`config.mk`:
```
export PLATFORM = sky130hd
export DESIGN_NAME = decoder_onehot_seq
export DESIGN_NICKNAME = d
export VERILOG_FILES = /design/src/rtl/decoder_onehot_seq.sv
export SDC_FILE = /design/constraint.sdc
export NUM_CORES = 1
export LEC_CHECK = 0
export ABC_AREA = 1
export BUFFER_PORTS_ARGS = -buffer_cell sky130_fd_sc_hd__buf_2
export CORE_MARGIN = 8
export CORE_UTILIZATION = 55
export DETAILED_ROUTE_END_ITERATION = 7
export HOLD_SLACK_MARGIN = 0.1
export PLACE_DENSITY = 0.78
export SETUP_SLACK_MARGIN = 0.5
export SYNTH_ARGS = -nofsm -noshare
export SYNTH_HDL_FRONTEND = slang
export SYNTH_SLANG_ARGS = --single-unit
```
`constraint.sdc`:
```
create_clock -name clk -period 2.3 [get_ports clk]
set_input_delay 0.23 -clock clk [delete_from_list [all_inputs] [get_ports clk]]
set_output_delay 0.23 -clock clk [all_outputs]
set_load 0.05 [all_outputs]
```
`src/rtl/decoder_onehot_seq.sv`:
```
// decoder_onehot_seq: N-to-2^N one-hot decoder with a built-in auto-scan sequencer.
// Latency: 1 cycle from in/ld/mode/e to out/idx/wrap (all outputs registered).
// Backpressure: none. The block is free-running, and e=0 freezes sequencing and blanks out.
//
// Ports:
//   clk   - rising-edge clock
//   reset - asynchronous active-low reset (0 = in reset)
//   e     - enable; 0 holds idx/cnt and forces out to all-zero
//   in    - decode address in direct mode, load value when ld=1
//   ld    - load idx from in; overrides enable and mode
//   mode  - 00 direct, 01 scan up, 10 scan down, 11 hold
//   out   - registered one-hot (or all-zero) select, 2**N lines
//   idx   - registered current index
//   wrap  - one-cycle pulse when a scan step rolls over the end of the range
//
// Parameters: N is the select width (1..6). DIV is the number of scan-mode cycles per step (>=1).

`timescale 1ns/1ps

module decoder_onehot_seq #(
  parameter int N   = 3,
  parameter int DIV = 4
) (
  input  logic                clk,
  input  logic                reset,
  input  logic                e,
  input  logic [N-1:0]        in,
  input  logic                ld,
  input  logic [1:0]          mode,
  output logic [(2**N)-1:0]   out,
  output logic [N-1:0]        idx,
  output logic                wrap
);

  localparam int OUTS = 2**N;
  // The divider counter needs at least one bit, even when DIV=1 and it never leaves 0.
  localparam int CW   = (DIV > 1) ? $clog2(DIV) : 1;

  localparam logic [CW-1:0] CNT_LAST = CW'(DIV - 1);
  localparam logic [N-1:0]  IDX_MAX  = N'(OUTS - 1);
  localparam logic [N-1:0]  IDX_ONE  = N'(1);
  localparam logic [CW-1:0] CNT_ONE  = CW'(1);

  typedef enum logic [1:0] {
    MODE_DIRECT = 2'b00,
    MODE_UP     = 2'b01,
    MODE_DOWN   = 2'b10,
    MODE_HOLD   = 2'b11
  } mode_e;

  mode_e            mode_in;
  mode_e            mode_q;
  logic [N-1:0]     idx_q,  idx_d;
  logic [CW-1:0]    cnt_q,  cnt_d;
  logic             wrap_q, wrap_d;
  logic [OUTS-1:0]  out_q,  out_d;

  assign mode_in = mode_e'(mode);

  // Next-state selection in strict priority: load, enable, mode change, then per-mode action.
  always_comb begin
    idx_d  = idx_q;
    cnt_d  = cnt_q;
    wrap_d = 1'b0;

    if (ld) begin
      idx_d = in;
      cnt_d = '0;
    end else if (!e) begin
      // Frozen. idx/cnt hold and wrap stays low.
    end else if (mode_in != mode_q) begin
      // A mode change restarts the divider so the first scan step lands a full DIV
      // edges later. Entering direct mode takes the address immediately.
      cnt_d = '0;
      if (mode_in == MODE_DIRECT) begin
        idx_d = in;
      end
    end else begin
      unique case (mode_in)
        MODE_DIRECT: begin
          idx_d = in;
          cnt_d = '0;
        end
        MODE_UP: begin
          // cnt never exceeds DIV-1, so "not last" is the same as cnt < DIV-1.
          if (cnt_q != CNT_LAST) begin
            cnt_d = cnt_q + CNT_ONE;
          end else begin
            cnt_d  = '0;
            idx_d  = idx_q + IDX_ONE;  // natural N-bit wrap gives mod OUTS
            wrap_d = (idx_q == IDX_MAX);
          end
        end
        MODE_DOWN: begin
          if (cnt_q != CNT_LAST) begin
            cnt_d = cnt_q + CNT_ONE;
          end else begin
            cnt_d  = '0;
            idx_d  = idx_q - IDX_ONE;
            wrap_d = (idx_q == '0);
          end
        end
        MODE_HOLD: begin
          // idx/cnt hold.
        end
        default: begin
          // All encodings are covered above.
        end
      endcase
    end

    // out is decoded from the next index so that it tracks idx on the same edge.
    out_d = e ? (OUTS'(1) << idx_d) : '0;
  end

  always_ff @(posedge clk or negedge reset) begin
    if (!reset) begin
      idx_q  <= '0;
      cnt_q  <= '0;
      wrap_q <= 1'b0;
      out_q  <= '0;
      mode_q <= MODE_DIRECT;
    end else begin
      idx_q  <= idx_d;
      cnt_q  <= cnt_d;
      wrap_q <= wrap_d;
      out_q  <= out_d;
      // Track the raw mode every edge, even when frozen or loading. A change that
      // happens while e=0 or ld=1 is therefore not seen as a change afterwards.
      mode_q <= mode_in;
    end
  end

  assign out  = out_q;
  assign idx  = idx_q;
  assign wrap = wrap_q;

endmodule
```
After elaboration in Yosys (flattened, before gate mapping)
Index checks and enable logic that the tools add are counted.

Add/sub/neg operators: 3. Eq/ne operators: 5. Shift-type cells: 1. Multiplexer cells: 19. Reduce and logical (&&, ||, !) cells: 6.

Operators with widths (number): 3-bit 2-to-1 mux (6); 3-bit case mux with 3 select lines (1); 2-bit 2-to-1 mux (4); 8-bit 2-to-1 mux (1); 1-bit by 3-bit << shifter with 8-bit output, first input constant (1); 1-bit 2-to-1 mux (5); 2-bit case mux with 2 select lines (1); 4-bit nonzero test (1); 3-bit by 1-bit adder with 3-bit output, second input constant (1); 3-bit == test, second input constant (1); 3-bit logical NOT (1); 3-bit by 1-bit subtractor with 3-bit output, second input constant (1); 2-bit by 1-bit adder with 2-bit output, second input constant (1); 2-bit by 1-bit == test with 1-bit output, second input constant (1); 2-bit == test, second input constant (1); 2-bit logical NOT (1); 2-bit inequality test (1); 2-bit inequality test, second input constant (1); 1-bit case mux with 2 select lines (1); 2-bit AND reduction (1); 2-bit nonzero test (1); 2-bit OR reduction (1).

Register bits after elaboration: 16. Input bits: 9. Output and inout port bits: 12. Word-level logic and storage cells: 39.

Logic depth before layout (Yosys ltp)
Depth after elaboration: 8. Depth in mapped cells: 13. Depth with buffers taken out: 13.

Worst setup path after synthesis
No wires, ideal clock.

Path kind: register -> register. Start: register idx_q[0] (netlist: idx[0]). End: register out_q[0] (netlist: out[0]). Library setup time: 72 ps. Arrival: 1826 ps. Required time: 2228 ps. Setup slack: 402 ps. Stages on the path, launching flop included: 14. Path buffers: 0. Clock period less this slack: 1898 ps. Path through: dfrtp_1 > inv_1 > ha_1 > inv_1 > nand2_1 > nand3_1 > nand3_1 > nand2_1 > nand2_1 > nand2_1 > nand2_2 > nand2_2 > nand3_1 > nor2_1.

Cells in the longest elaborated chain, start to end: 8. Elaborated cells on any way between the ends: 11. Those cells by class: 2 x add/sub; 1 x shift; 8 x mux.

Ends and longest elaborated chain: start: declaration (RTL line 53) `logic [N-1:0] idx_q, idx_d;`; start signal: assignment (RTL line 124) `idx_q <= idx_d;`; 3-bit by 1-bit subtractor with 3-bit output / 3-bit by 1-bit adder with 3-bit output (equally long branches) (RTL line 99, 90); 3-bit 2-to-1 mux, on equally long branches (RTL line 95, 86); 3-bit case mux with 3 select lines (RTL line 79) `unique case (mode_in)`; 3-bit 2-to-1 mux (RTL line 71) `end else if (mode_in != mode_q) begin`; 3-bit 2-to-1 mux * (RTL line 69) `end else if (!e) begin`; 3-bit 2-to-1 mux * (RTL line 66) `if (ld) begin`; 1-bit by 3-bit << shifter with 8-bit output * (RTL line 113) `out_d = e ? (OUTS'(1) << idx_d) : '0;`; 8-bit 2-to-1 mux * (RTL line 113); net out_d[0] (RTL line 56) `logic [OUTS-1:0] out_q, out_d;`; end signal: assignment (RTL line 127) `out_q <= out_d;`; end: declaration (RTL line 56).

Mark *: on every way through the listed nets, which the timed path passes. The rest lies on a longest branch. A chain may end at the register's enable or synchronous reset.

Worst setup path after layout
Start: register idx_q[1] (netlist: idx[1]). End: register out_q[2] (netlist: out[2]).

Same word-level chain as after synthesis.

==> flow_summary.toml <==
[status]
status = "finished, final reports clean"

[pwr]
internal_power_mw = 0.465
p_seq_frac = 0.425
p_sw_mw = 0.269
power.density_nw_per_um2 = 554
fin_total_pwr_mw = 0.734
p_sw_frac = 0.366
p_comb_frac = 0.311
power.leakage_nw = 0.705
clkPwrFrac = 0.264
ir_worst_vdd_uv = 506

[finish]
final_core_util = 0.760
stdcell_area_sq_um = 1330
instances_no_fill = 187
finalNetCount = 182
n_antenna_cell = 0
syn2layout_area_growth_pct = 29.0
layout-drive-gt1-share = 0.352

[critical_path]
r2r_end = "out[2]"
worstSetupEndpointType = "register"
path_cells = "inv_4, ha_4, inv_1, nand2_1, nand3_1, nand3_1, nand2_1, nand2_1, nand2_1, nand2_2, nand4_1, nor2_1"
cp_max_fo = 5
r2r-start = "idx[1]"
crit_start = "idx[1]"
crit_path_start_kind = "register"
worstSetupPathType = "register to register"
arrival_ns = 1.97
required_ns = 2.53
max_stage_delay_ns = 0.48
crit_path_top_delay_cell = "dfrtp_2"
cpMostUsedCell = "nand2_1"
r2r_slack_ns = 0.56
worstRegToRegCells = 12

[global_routing]
met1_usage = 0.172
top_usage_layer = "met2"
grt_usage = 0.147
grt_max_degree = 17
overflow = 0
grt_pass1_wl_microns = 3930
grt_pass1_vias = 910
antenna_found_initial = 0
use_met3 = 0.0347
grt_util_met2 = 0.240

[clock_tree]
cts_tree = "yes"
clockBufferDepth = 2
cts-root-buf = "clkbuf_4"
cts.sinks = 16
htreeDepth = 1
cts_buffers = 3
path_clk_slew_ns = 0.10
clkLatencyLatePin_ns = 0.30

[place]
dp.cells = 178
port_buffers = 20
dpl_cell_area_sq_um = 1160
pre_cts_ws_ns = 0.573
dpl.hpwl_microns = 1880
gp_congestion = 0.905

[sta]
tns_ns = 0
period_minus_slack_ns = 1.74
setup_viol = 0
drv_slew = 0
finClkSkew_ns = 0.0119
fmax_mhz = 575
slew-limit-headroom = 0.725
holdWs_ns = 0.256
fin_ws_ns = 0.562
fin_crit_sh = 0.756
worstMarginPinSlew_ns = 0.409
rsz0062_at_grt = "yes"
hold_violations = 0

[floorplanning]
initial_utilization = 0.589
dieWidth_microns = 59.2
rows = 15
die_h_microns = 59.2
core_sq_um = 1750
num_io_pins = 21
die_area_sq_um = 3510

[hold_path]
min_from = "e"
hold_end = "out[4]"
hold_path_class = "input port to register"
min_path_cells = 3

[synth]
synth.distinct_cells = 19
syn_avg_cell_area_sq_um = 7.68
synth_flop_cell = "dfrtp_1"
syn_nets = 153
yosys_warnings = 0
synthArstFlopShare = 1.00
synth_edf_count = 0
yosysSeqAreaShare = 0.389
ys_ff_latch = 16
syn_area_sq_um = 1030
syn-instance-count = 134

[flow_run]
drv_cap = 0

[drt]
drt_iter0_markers = 31
drt-total-wl_microns = 2720
firstDrtPassIters = 4
ant_nets = 0
vias = 1020
wl_per_cell_microns = 14.6
route.detailed.drc = 0
viasPerCell = 5.45
## how the worst max path moves through the flow
| stage | slack [ns] | to | cells past startpoint |
|---|---|---|---|
| after floorplan | 0.58 | out[6] | 12 |
| after CTS | 0.55 | out[5] | 12 |
| final | 0.56 | out[2] | 12 |
| after detailed placement | 0.57 | out[5] | 12 |
| after global routing | 0.45 | out[2] | 12 |
| after global placement | 0.58 | out[5] | 12 |
## final cells by class
type,count,area [sq um]
Inverter,23,96.3
Clock buffer,4,36.3
Timing Repair Buffer,25,145
Sequential cell,16,403
Fill cell,137,419
Multi-Input combinational cell,94,614
Tap cell,25,31.3
## routing by layer
layer	up-vias	part of all wire	wire [microns]
met2	54	0.48	1310
li1	482	-	-
met4	0	0.027	74
met1	475	0.40	1080
met5	-	0	0
met3	9	0.093	254
## what timing repair did
| item | 4_1_cts | 5_1_grt |
|---|---|---|
| hold buffers | 3 | 0 |
| gates resized for setup | 0 | 21 |
| hold endpoints to repair | 18 | 0 |
| setup buffers | 0 | 2 |
| endpoints found under the setup margin | 0 | 8 |
## cell usage after synthesis (2+ instances only)
master | count | area share
ha_1 | 10 | 0.12
dfrtp_1 | 16 | 0.39
nand2_4 | 2 | 0.022
a21oi_1 | 7 | 0.034
inv_1 | 18 | 0.066
inv_2 | 5 | 0.018
nand4_1 | 3 | 0.018
nor2_1 | 9 | 0.033
o21ai_0 | 2 | 0.0097
nand3_1 | 14 | 0.068
nand2_1 | 35 | 0.13
nand2_2 | 5 | 0.030
a21oi_2 | 2 | 0.017
## sequential cells by signal, summed over array words and instances (netlist names)
name,cells
wrap,1
idx,3
out,8
mode_q,2
cnt_q,2
## power groups by stage
stage	Combinational (mW)	Sequential [mW]	Clock, mW
global placement	0.187	0.311	0
finish	0.228	0.312	0.194
floorplan	0.0942	0.355	0
detailed placement	0.190	0.312	0
CTS	0.195	0.307	0.198
global route	0.247	0.314	0.205
## layout by cell type, fill, tap and decap left out, drive strengths merged, types with 2 or more instances in the layout
| cell type | n |
|---|---|
| a21oi | 9 |
| buf | 22 |
| clkbuf | 4 |
| dfrtp | 16 |
| dlygate4sd3 | 3 |
| ha | 10 |
| inv | 23 |
| nand2 | 42 |
| nand3 | 14 |
| nand4 | 3 |
| nor2 | 9 |
| o21ai | 2 |
## cells by family after synthesis
family                   Yosys count  share of synthesized area
buffers and inverters             24                     0.0888
AND/OR/NAND/NOR                   70                      0.310
adder cells (fa/ha/maj)           10                      0.122
flip-flops                        16                      0.389
AO/OA/AOI/OAI                     14                     0.0900
## critical path, delay by kind of cell (launching register included)
kind | cells | cell delay (ns)
adder cells (fa/ha/maj) | 1 | 0.26
flip-flops | 1 | 0.48
AND/OR/NAND/NOR | 9 | 0.81
buffers and inverters | 2 | 0.11
(Power assumes the default switching activity.)
